`src/rtl/fpga_io_pkg.sv`:
```
// Shared types, limits and helpers for the board-display info browser.
package fpga_io_pkg;

  typedef enum logic [1:0] {
    SRC_INSTR = 2'd0,
    SRC_REGS  = 2'd1,
    SRC_MEM   = 2'd3
  } info_src_t;

  typedef enum logic [1:0] {
    RPT_IDLE,
    RPT_HOLD,
    RPT_REPEAT
  } rpt_state_t;

  localparam int LIMIT_INSTR = 256;
  localparam int LIMIT_REGS  = 32;
  localparam int LIMIT_MEM   = 1024;

  function automatic logic [10:0] src_limit(info_src_t src);
    case (src)
      SRC_REGS: return 11'(LIMIT_REGS);
      SRC_MEM:  return 11'(LIMIT_MEM);
      default:  return 11'(LIMIT_INSTR);
    endcase
  endfunction

  function automatic info_src_t next_src(info_src_t src);
    case (src)
      SRC_INSTR: return SRC_REGS;
      SRC_REGS:  return SRC_MEM;
      default:   return SRC_INSTR;
    endcase
  endfunction

endpackage

```
`src/rtl/info_navigator_if.sv`:
```
// Board buttons in, chooser select/index out.
interface info_navigator_if;
  logic       btnNext;
  logic       btnPrev;
  logic       btnMode;
  logic [1:0] select;
  logic [9:0] derreference;
  logic       changed;

  modport master (
    output btnNext, btnPrev, btnMode,
    input  select, derreference, changed
  );

  modport slave (
    input  btnNext, btnPrev, btnMode,
    output select, derreference, changed
  );
endinterface

```
`src/rtl/info_navigator_button_conditioner.sv`:
```
// Synchronizes, debounces and edge-detects one raw push-button.
module button_conditioner #(
  parameter int DEBOUNCE_CYCLES = 500000
) (
  input  logic clock,
  input  logic reset,
  input  logic raw,
  output logic level,
  output logic press
);

  localparam int CNT_W = $clog2(DEBOUNCE_CYCLES + 1);
  localparam logic [CNT_W-1:0] DEB_LAST = CNT_W'(DEBOUNCE_CYCLES - 1);

  logic             sync_a;
  logic             sync_b;
  logic             level_d;
  logic [CNT_W-1:0] deb_cnt;

  // The level only moves after a full run of disagreeing samples; one agreeing sample restarts the run.
  always_ff @(posedge clock or posedge reset) begin
    if (reset) begin
      sync_a  <= 1'b0;
      sync_b  <= 1'b0;
      level   <= 1'b0;
      level_d <= 1'b0;
      press   <= 1'b0;
      deb_cnt <= '0;
    end else begin
      sync_a  <= raw;
      sync_b  <= sync_a;
      level_d <= level;
      press   <= level & ~level_d;
      if (sync_b != level) begin
        if (deb_cnt == DEB_LAST) begin
          level   <= sync_b;
          deb_cnt <= '0;
        end else begin
          deb_cnt <= CNT_W'(deb_cnt + 1'b1);
        end
      end else begin
        deb_cnt <= '0;
      end
    end
  end

endmodule

```
`src/rtl/info_navigator.sv`:
```
// Button-driven browser producing the select/derreference pair for the info chooser.
module info_navigator
  import fpga_io_pkg::*;
#(
  parameter int DEBOUNCE_CYCLES = 500000,
  parameter int HOLD_CYCLES     = 25000000,
  parameter int REPEAT_CYCLES   = 5000000
) (
  input logic             clock,
  input logic             reset,
  info_navigator_if.slave nav
);

  localparam int RPT_MAX = (HOLD_CYCLES > REPEAT_CYCLES) ? HOLD_CYCLES : REPEAT_CYCLES;
  localparam int RPT_W   = $clog2(RPT_MAX + 1);
  localparam logic [RPT_W-1:0] HOLD_LAST   = RPT_W'(HOLD_CYCLES - 1);
  localparam logic [RPT_W-1:0] REPEAT_LAST = RPT_W'(REPEAT_CYCLES - 1);

  // Index 0 is Next, index 1 is Prev.
  logic [1:0] step_level;
  logic [1:0] step_press;
  logic       mode_level_unused;
  logic       mode_press;

  button_conditioner #(.DEBOUNCE_CYCLES(DEBOUNCE_CYCLES)) u_next (
    .clock(clock), .reset(reset), .raw(nav.btnNext),
    .level(step_level[0]), .press(step_press[0])
  );

  button_conditioner #(.DEBOUNCE_CYCLES(DEBOUNCE_CYCLES)) u_prev (
    .clock(clock), .reset(reset), .raw(nav.btnPrev),
    .level(step_level[1]), .press(step_press[1])
  );

  button_conditioner #(.DEBOUNCE_CYCLES(DEBOUNCE_CYCLES)) u_mode (
    .clock(clock), .reset(reset), .raw(nav.btnMode),
    .level(mode_level_unused), .press(mode_press)
  );

  rpt_state_t       rpt_state    [2];
  rpt_state_t       rpt_state_nx [2];
  logic [RPT_W-1:0] rpt_cnt      [2];
  logic [RPT_W-1:0] rpt_cnt_nx   [2];
  logic [1:0]       rpt_evt;

  always_ff @(posedge clock or posedge reset) begin
    if (reset) begin
      for (int i = 0; i < 2; i++) begin
        rpt_state[i] <= RPT_IDLE;
        rpt_cnt[i]   <= '0;
      end
    end else begin
      for (int i = 0; i < 2; i++) begin
        rpt_state[i] <= rpt_state_nx[i];
        rpt_cnt[i]   <= rpt_cnt_nx[i];
      end
    end
  end

  // A press starts the hold wait; a release anywhere drops straight back to idle.
  always_comb begin
    for (int i = 0; i < 2; i++) begin
      rpt_state_nx[i] = rpt_state[i];
      rpt_cnt_nx[i]   = rpt_cnt[i];
      rpt_evt[i]      = 1'b0;
      if (!step_level[i]) begin
        rpt_state_nx[i] = RPT_IDLE;
        rpt_cnt_nx[i]   = '0;
      end else if (step_press[i]) begin
        rpt_state_nx[i] = RPT_HOLD;
        rpt_cnt_nx[i]   = '0;
      end else begin
        case (rpt_state[i])
          RPT_HOLD: begin
            if (rpt_cnt[i] == HOLD_LAST) begin
              rpt_evt[i]      = 1'b1;
              rpt_state_nx[i] = RPT_REPEAT;
              rpt_cnt_nx[i]   = '0;
            end else begin
              rpt_cnt_nx[i] = RPT_W'(rpt_cnt[i] + 1'b1);
            end
          end
          RPT_REPEAT: begin
            if (rpt_cnt[i] == REPEAT_LAST) begin
              rpt_evt[i]    = 1'b1;
              rpt_cnt_nx[i] = '0;
            end else begin
              rpt_cnt_nx[i] = RPT_W'(rpt_cnt[i] + 1'b1);
            end
          end
          default: ;
        endcase
      end
    end
  end

  logic       next_evt;
  logic       prev_evt;
  info_src_t  sel_q;
  info_src_t  sel_nx;
  logic [1:0] sel_raw;
  logic [9:0] d_q;
  logic [9:0] d_nx;
  logic [9:0] limit_last;
  logic       pend_q;
  logic       pend_nx;
  logic       changed_q;

  assign next_evt   = step_press[0] | rpt_evt[0];
  assign prev_evt   = step_press[1] | rpt_evt[1];
  assign sel_raw    = sel_q;
  assign limit_last = 10'(src_limit(sel_q) - 11'd1);

  // Illegal select recovery outranks Mode, which outranks Next/Prev; Next with Prev cancels.
  always_comb begin
    sel_nx = sel_q;
    d_nx   = d_q;
    if (sel_raw == 2'd2) begin
      sel_nx = SRC_INSTR;
      d_nx   = '0;
    end else if (mode_press) begin
      sel_nx = next_src(sel_q);
      d_nx   = '0;
    end else if (next_evt && !prev_evt) begin
      d_nx = (d_q == limit_last) ? 10'd0 : 10'(d_q + 10'd1);
    end else if (prev_evt && !next_evt) begin
      d_nx = (d_q == 10'd0) ? limit_last : 10'(d_q - 10'd1);
    end
    pend_nx = (sel_nx != sel_q) || (d_nx != d_q);
  end

  always_ff @(posedge clock or posedge reset) begin
    if (reset) begin
      sel_q     <= SRC_INSTR;
      d_q       <= '0;
      pend_q    <= 1'b0;
      changed_q <= 1'b0;
    end else begin
      sel_q     <= sel_nx;
      d_q       <= d_nx;
      pend_q    <= pend_nx;
      changed_q <= pend_q;
    end
  end

  assign nav.select       = sel_q;
  assign nav.derreference = d_q;
  assign nav.changed      = changed_q;

endmodule

```
`src/flat_wrapper.sv`:
```
// flat-port wrapper written by rule: the top's interface ports become plain ports
module info_navigator_flat import fpga_io_pkg::*;
#(
  parameter int DEBOUNCE_CYCLES = 500000,
  parameter int HOLD_CYCLES     = 25000000,
  parameter int REPEAT_CYCLES   = 5000000
)
  (clock, reset, nav_btnNext, nav_btnPrev, nav_btnMode, nav_select, nav_derreference, nav_changed);
  info_navigator_if nav_i ();
  input logic clock;
  input logic reset;
  input wire logic [$bits(nav_i.btnNext)-1:0] nav_btnNext;
  input wire logic [$bits(nav_i.btnPrev)-1:0] nav_btnPrev;
  input wire logic [$bits(nav_i.btnMode)-1:0] nav_btnMode;
  output wire logic [$bits(nav_i.select)-1:0] nav_select;
  output wire logic [$bits(nav_i.derreference)-1:0] nav_derreference;
  output wire logic [$bits(nav_i.changed)-1:0] nav_changed;
  assign nav_i.btnNext = nav_btnNext;
  assign nav_i.btnPrev = nav_btnPrev;
  assign nav_i.btnMode = nav_btnMode;
  assign nav_select = nav_i.select;
  assign nav_derreference = nav_i.derreference;
  assign nav_changed = nav_i.changed;
  info_navigator #(.DEBOUNCE_CYCLES(DEBOUNCE_CYCLES), .HOLD_CYCLES(HOLD_CYCLES), .REPEAT_CYCLES(REPEAT_CYCLES)) u_core (.clock(clock), .reset(reset), .nav(nav_i));
endmodule
```
`config.mk`:
```
export PLATFORM = sky130hd
export DESIGN_NAME = info_navigator_flat
export DESIGN_NICKNAME = d
export VERILOG_FILES = /design/src/rtl/fpga_io_pkg.sv /design/src/rtl/info_navigator_if.sv /design/src/rtl/info_navigator_button_conditioner.sv /design/src/rtl/info_navigator.sv /design/src/flat_wrapper.sv
export SDC_FILE = /design/constraint.sdc
export NUM_CORES = 1
export LEC_CHECK = 0
export CAP_MARGIN = 20
export CORE_UTILIZATION = 26
export DETAILED_ROUTE_END_ITERATION = 8
export PLACE_DENSITY = 0.53
export SYNTH_ARGS = -nofsm -noshare
export SYNTH_HDL_FRONTEND = slang
export SYNTH_SLANG_ARGS = --single-unit
```
`constraint.sdc`:
```
create_clock -name clock -period 4.16 [get_ports clock]
set_clock_uncertainty 0.05 [all_clocks]
set_input_delay 0.416 -clock clock [delete_from_list [all_inputs] [get_ports clock]]
set_output_delay 0.416 -clock clock [all_outputs]
set_load 0.01 [all_outputs]
```
Word level (Yosys, flattened, before mapping)
Index checks and enable logic that the tools add are counted.

storage, ports and cells
  register bits after elaboration = 140
  bits in latches = 0
  RAM bits = 0
  ROM bits = 0
  input port bits = 5
  memories kept = 0

operators by class
  add/subtract/negate cells = 8
  $mul = 0
  divide/modulo/power cells = 0
  magnitude comparators = 0
  eq/ne operators = 26
  shift-type cells = 0
  mux-type cells = 44
  bitwise operators = 8
  reductions and logical operators = 12

operators by type and width
  operator               number
  $mux 25                8
  $mux 19                6
  $pmux 25 s2            2
  $mux 10                6
  $add 19x1->19 const B  3
  $eq 19x19->1 const B   3
  $add 25x1->25 const B  2
  $eq 25x23->1 const B   2
  $eq 25x25->1 const B   2
  $mux 2                 10
  $sub 10x1->10 const B  2
  $pmux 9 s2             1
  $ne 3x1->1 const B     4
  $add 10x1->10 const B  1
  $eq 10x10->1           1
  $logic_not 10->1       1
  $ne 10x10->1           1
  $reduce_and 2->1       5
  $eq 2x2->1 const B     4
  $mux 1                 8
  $ne 4x1->1 const B     2
  $eq 2x1->1 const B     3
  $pmux 1 s2             2
  $pmux 2 s2             1
  other kinds (9)        18

Depth between registers and ports, before layout
  word-level depth = 14
  gate-level depth with buffers = 9
  gate-level depth less buffers = 8

By module
A second synthesis with hierarchy kept.

second synthesis, totals
  cells, all modules = 835
  area, all modules = 7855.0 sq um

by module, submodules not included
  module              instances  cells each  area an instance (sq um)
  info_navigator      1          517         4413.0
  button_conditioner  3          106         1147.4

Least setup slack after synthesis
Ideal clock, no wire load.

  path kind = register to register
  from = register u_core.rpt_state[2] (netlist name)
  to = register u_core.d_q[2] (netlist: u_core.nav.derreference[2])
  library setup time = 125 ps
  arrival = 2282 ps
  slack = 1703 ps
  stages on the path, launching flop included = 9
  cell sequence = dfrtp_1 > inv_1 > ha_1 > nand2b_1 > nor4_1 > o2111ai_2 > a211oi_4 > a22oi_2 > mux2_4

on the way
  word-level cells in the longest chain between the ends = 11
  elaborated cells between the ends (all ways) = 13

RTL lines
  element                                          RTL line               RTL
  from (decl)                                      info_navigator.sv:40   rpt_state_t rpt_state [2];
  from (signal, indexed assignment)                info_navigator.sv:54   rpt_state[i] <= rpt_state_nx[i];
  $eq 2x2->1 / $eq 2x1->1 (equally long branches)  info_navigator.sv:73   case (rpt_state[i])
  $pmux 1 s2 *                                     info_navigator.sv:73
  $mux 1 *                                         info_navigator.sv:69   end else if (step_press[i]) begin
  $mux 1 *                                         info_navigator.sv:66   if (!step_level[i]) begin
  $or 1x1->1 *                                     info_navigator.sv:109  assign next_evt = step_press[0] | rpt_evt[0];
  $logic_not 1->1                                  info_navigator.sv:126  end else if (prev_evt && !next_evt) begin
  $logic_and 1x1->1                                info_navigator.sv:126
  $mux 10                                          info_navigator.sv:126
  $mux 10 *                                        info_navigator.sv:124  end else if (next_evt && !prev_evt) begin
  $mux 10 *                                        info_navigator.sv:121  end else if (mode_press) begin
  $mux 10 *                                        info_navigator.sv:118  if (sel_raw == 2'd2) begin
  named net u_core.d_nx[2]                         info_navigator.sv:103  logic [9:0] d_nx;
  to (signal assigned)                             info_navigator.sv:140  d_q <= d_nx;
  to (decl)                                        info_navigator.sv:102  logic [9:0] d_q;

The timed path passes the listed nets; every way through them passes the cells marked *.
A chain may end at the register's enable or synchronous reset.

Worst setup path after layout
  from = register u_core.rpt_cnt[41] (netlist name)
  to = register u_core.rpt_cnt[49] (netlist name)

on the way
  word-level cells in the longest chain between the ends = 5
  elaborated cells between the ends (all ways) = 8

RTL lines
  element                                      RTL line                                    RTL
  from (decl)                                  info_navigator.sv:42                        logic [RPT_W-1:0] rpt_cnt [2];
  from (signal, indexed assignment)            info_navigator.sv:55                        rpt_cnt[i] <= rpt_cnt_nx[i];
  $add 25x1->25, or another cell as far along  info_navigator.sv:80, info_navigator.sv:88
  $mux 25, on equally long branches            info_navigator.sv:84, info_navigator.sv:75
  $pmux 25 s2 *                                info_navigator.sv:73
  $mux 25 *                                    info_navigator.sv:69
  $mux 25 *                                    info_navigator.sv:66

Mark *: on every way between the ends. The rest lies on a longest branch, timed or not.

==> reports/summary.txt <==
detailed-route DRC error count: 0
Clock transition at path regs: 0.06 ns
first-pass GRT wire length: 29400 um
# rows: 62
sequential power share: 0.449
largest area contributor in the netlist: dfrtp_1
RSZ-0062 raised after global routing: false
period utilization: 0.707
Ys Warns: 0
Critical-path top delay cell: nand3_1
Max Fanout on Critical Path: 20
Pleak: 3.60 nW
Tot GR Track Use: 0.117
die width: 174 um
cell with the most instances after synthesis: dfrtp_1
Setup Buffers After CTS: 0
Synth top cells by count: dfrtp_1 (140), nor2_1 (115), nand2_1 (84), xor2_1 (41), nand3_1 (35)
max_cap viols: 0
antenna cells: 0
placed cell areas: 0.00826 mm^2
Max stage delay on crit path: 0.71 ns
placeable core region: 0.0289 mm^2
Yosys cell types: 68
#FFs+latches synth: 140
number of global-route vias before repair: 5894
family with the most delay on the worst path: simple AND/OR/NAND/NOR gates
cells after synthesis: 827
peak supply drop: 0.275 mV
DR WL met3: 443 um
Final min period: 2.94 ns
Hold WC Path Type: register to register
PD cells: 345 mW/mm^2
NetSw: 0.000645 W
Avg Cell Area, Syn: 9.27 um^2
Layout Nets: 856
Final setup viols: 0
GP Congestion: 0.839
fmax: 340 MHz
Arrival @ worst endpoint: 3.22 ns
largest net degree at the start of global routing: 141
Via Count: 5921
drt total wl: 16400 um
initial antenna violation count: 0
Die Area: 0.0302 mm^2
Req. time, crit path: 4.44 ns
r2r setup slk: 1.22 ns
crit-path cells: and4_1 -> and3b_1 -> o211ai_1 -> nand3_1 -> or3_1 -> o21ai_1
CP bufs+invs: 0
critical path class: register to register
Sw Ratio: 0.210
Most used DFF post-synth: dfrtp_1
DP HPWL: 11100 um
Seq/Total Area, Yosys: 0.457
Met2 Wirelength: 7210 um
Logic pwr share: 0.018
Post-Syn Nets: 843
Clock H-tree levels: 4
CTS Buf Count: 17
largest cells by area after synthesis: dfrtp_1 (46%), nor2_1 (5.6%), xor2_1 (4.7%), nand2_1 (4.1%), xnor2_1 (3.3%)
clock root cell: clkbuf_16
CTS tree: done
power share of the clock group: 0.533
finished layout cell area: 0.00890 mm^2
drt wl/cell: 13.3 um
worst-margin pin slew: 0.845 ns
Bufs on Longest Clock Path: 2
DRT Pass-1 Iters: 4
asr flop ratio synth: 1.00
Ports: 18
Startpoint Class: register
CTS-repair resized insts: 0
Final Hold Fails: 0
height of the die: 174 um
Area Growth Syn to Fin: 16.1%
via/cell ratio: 4.79
Slew HR: 0.432
Post-DRT Antenna Nets: 0
internal power: 0.00243 W
Sink Count: 140
hold_buf cts: 0
post-route setup TNS: 0 ns
Post-synth EDFFs: 0
input/output buffers: 17
worst skew pair latency: 0.42 ns
DRT iter0 DRCs: 349
met1 WL: 8560 um
Post-Syn Area: 0.00767 mm^2
Congestion Overflow GR: 0
Final Max Tran Viols: 0
layout cells sized above 1: 0.0727
Worst Setup End Kind: register
status: finished clean
top-area cell type share of the netlist area: 0.457
uppermost routed layer: met4
initial core utilization: 0.266
[power by group through the flow]
stage	clock network (W)	registers [W]	logic, W
2_1_floorplan	0	0.00140	0.0000402
3_3_place_gp	0	0.00141	0.0000587
3_5_place_dp	0	0.00141	0.0000590
4_1_cts	0.00169	0.00138	0.0000589
5_1_grt	0.00175	0.00138	0.0000672
6_report	0.00164	0.00138	0.0000551
[cell usage in the layout, fill, tap and decap left out, types with 18 or more instances in the layout]
master / n
dfrtp_1: 140
nor2_1: 115
nand2_1: 84
xor2_1: 41
nand3_1: 35
nor3_1: 32
xnor2_1: 29
inv_1: 26
and3_1: 22
nand4_1: 22
a21oi_1: 19
o21ai_1: 18
[cell families (layout without fill, tap and decap cells)]
family	Yosys count	after routing	synth area share
and+or+nand+nor	412	412	0.282
adders and majority gates	11	11	0.0180
muxes	11	11	0.0163
buffers and inverters	56	82	0.0286
AOI/OAI and AO/OA	127	127	0.118
DFF	140	140	0.457
xor gates and xnor gates	70	70	0.0800
[cell type report]
cell class / count / area, um^2
Fill cell: 3050 / 20000
Multi-Input combinational cell: 631 / 3950
Sequential cell: 140 / 3500
Tap cell: 384 / 480
Clock buffer: 20 / 457
Timing Repair Buffer: 23 / 228
Clock inverter: 12 / 185
Inverter: 27 / 105
[sequential cells by signal (all words and copies together) (netlist names), 2 cells and up]
register                 cells
u_core.nav.derreference     10
u_core.nav.select            2
u_core.rpt_cnt              50
u_core.rpt_state             4
u_core.u_mode.deb_cnt       19
u_core.u_next.deb_cnt       19
u_core.u_prev.deb_cnt       19
[worst reg2reg max path: cells and delay by family (launching register included)]
kind,cells,cell delay [ns]
AOI/OAI and AO/OA,2,0.57
and+or+nand+nor,4,1.73
DFF,1,0.49
[final timing paths]
| kind | start | end | depth (start not counted) |
|---|---|---|---|
| setup reg to reg | u_core.rpt_cnt[41]$_DFFE_PP0P_ | u_core.rpt_cnt[49]$_DFFE_PP0P_ | 6 |
| setup / recovery | u_core.rpt_cnt[41]$_DFFE_PP0P_ | u_core.rpt_cnt[49]$_DFFE_PP0P_ | 6 |
| min in group asynchronous | reset | u_core.rpt_cnt[39]$_DFFE_PP0P_ | 3 |
| hold / removal | u_core.pend_q$_DFF_PP0_ | u_core.nav.changed$_DFF_PP0_ | 0 |
| hold reg to reg | u_core.pend_q$_DFF_PP0_ | u_core.nav.changed$_DFF_PP0_ | 0 |
| max in group asynchronous | reset | u_core.rpt_cnt[13]$_DFFE_PP0P_ | 3 |
[routing by layer]
metal | global-route usage | vias to the layer above
li1 | - | 2975
met2 | 0.177 | 84
met1 | 0.166 | 2848
met5 | 0 | -
met3 | 0.0219 | 14
met4 | 0.0406 | 0
[per-stage QoR]
stage / setup WS, ns / total power, W / std cells / util / hold slack (ns)
final: 1.22 / 0.00307 / 1237 / 0.309 / 0.300
after global routing: 0.969 / 0.00319 / 1237 / 0.309 / 0.303
after CTS: 1.25 / 0.00312 / 1237 / 0.309 / 0.301
after detailed placement: 1.29 / 0.00146 / 1205 / 0.286 / 0.288
after global placement: 1.35 / 0.00146 / 1205 / 0.286 / 0.284
after floorplan: 1.70 / 0.00144 / 827 / - / 0.281
Power figures use the tool's default switching activity.
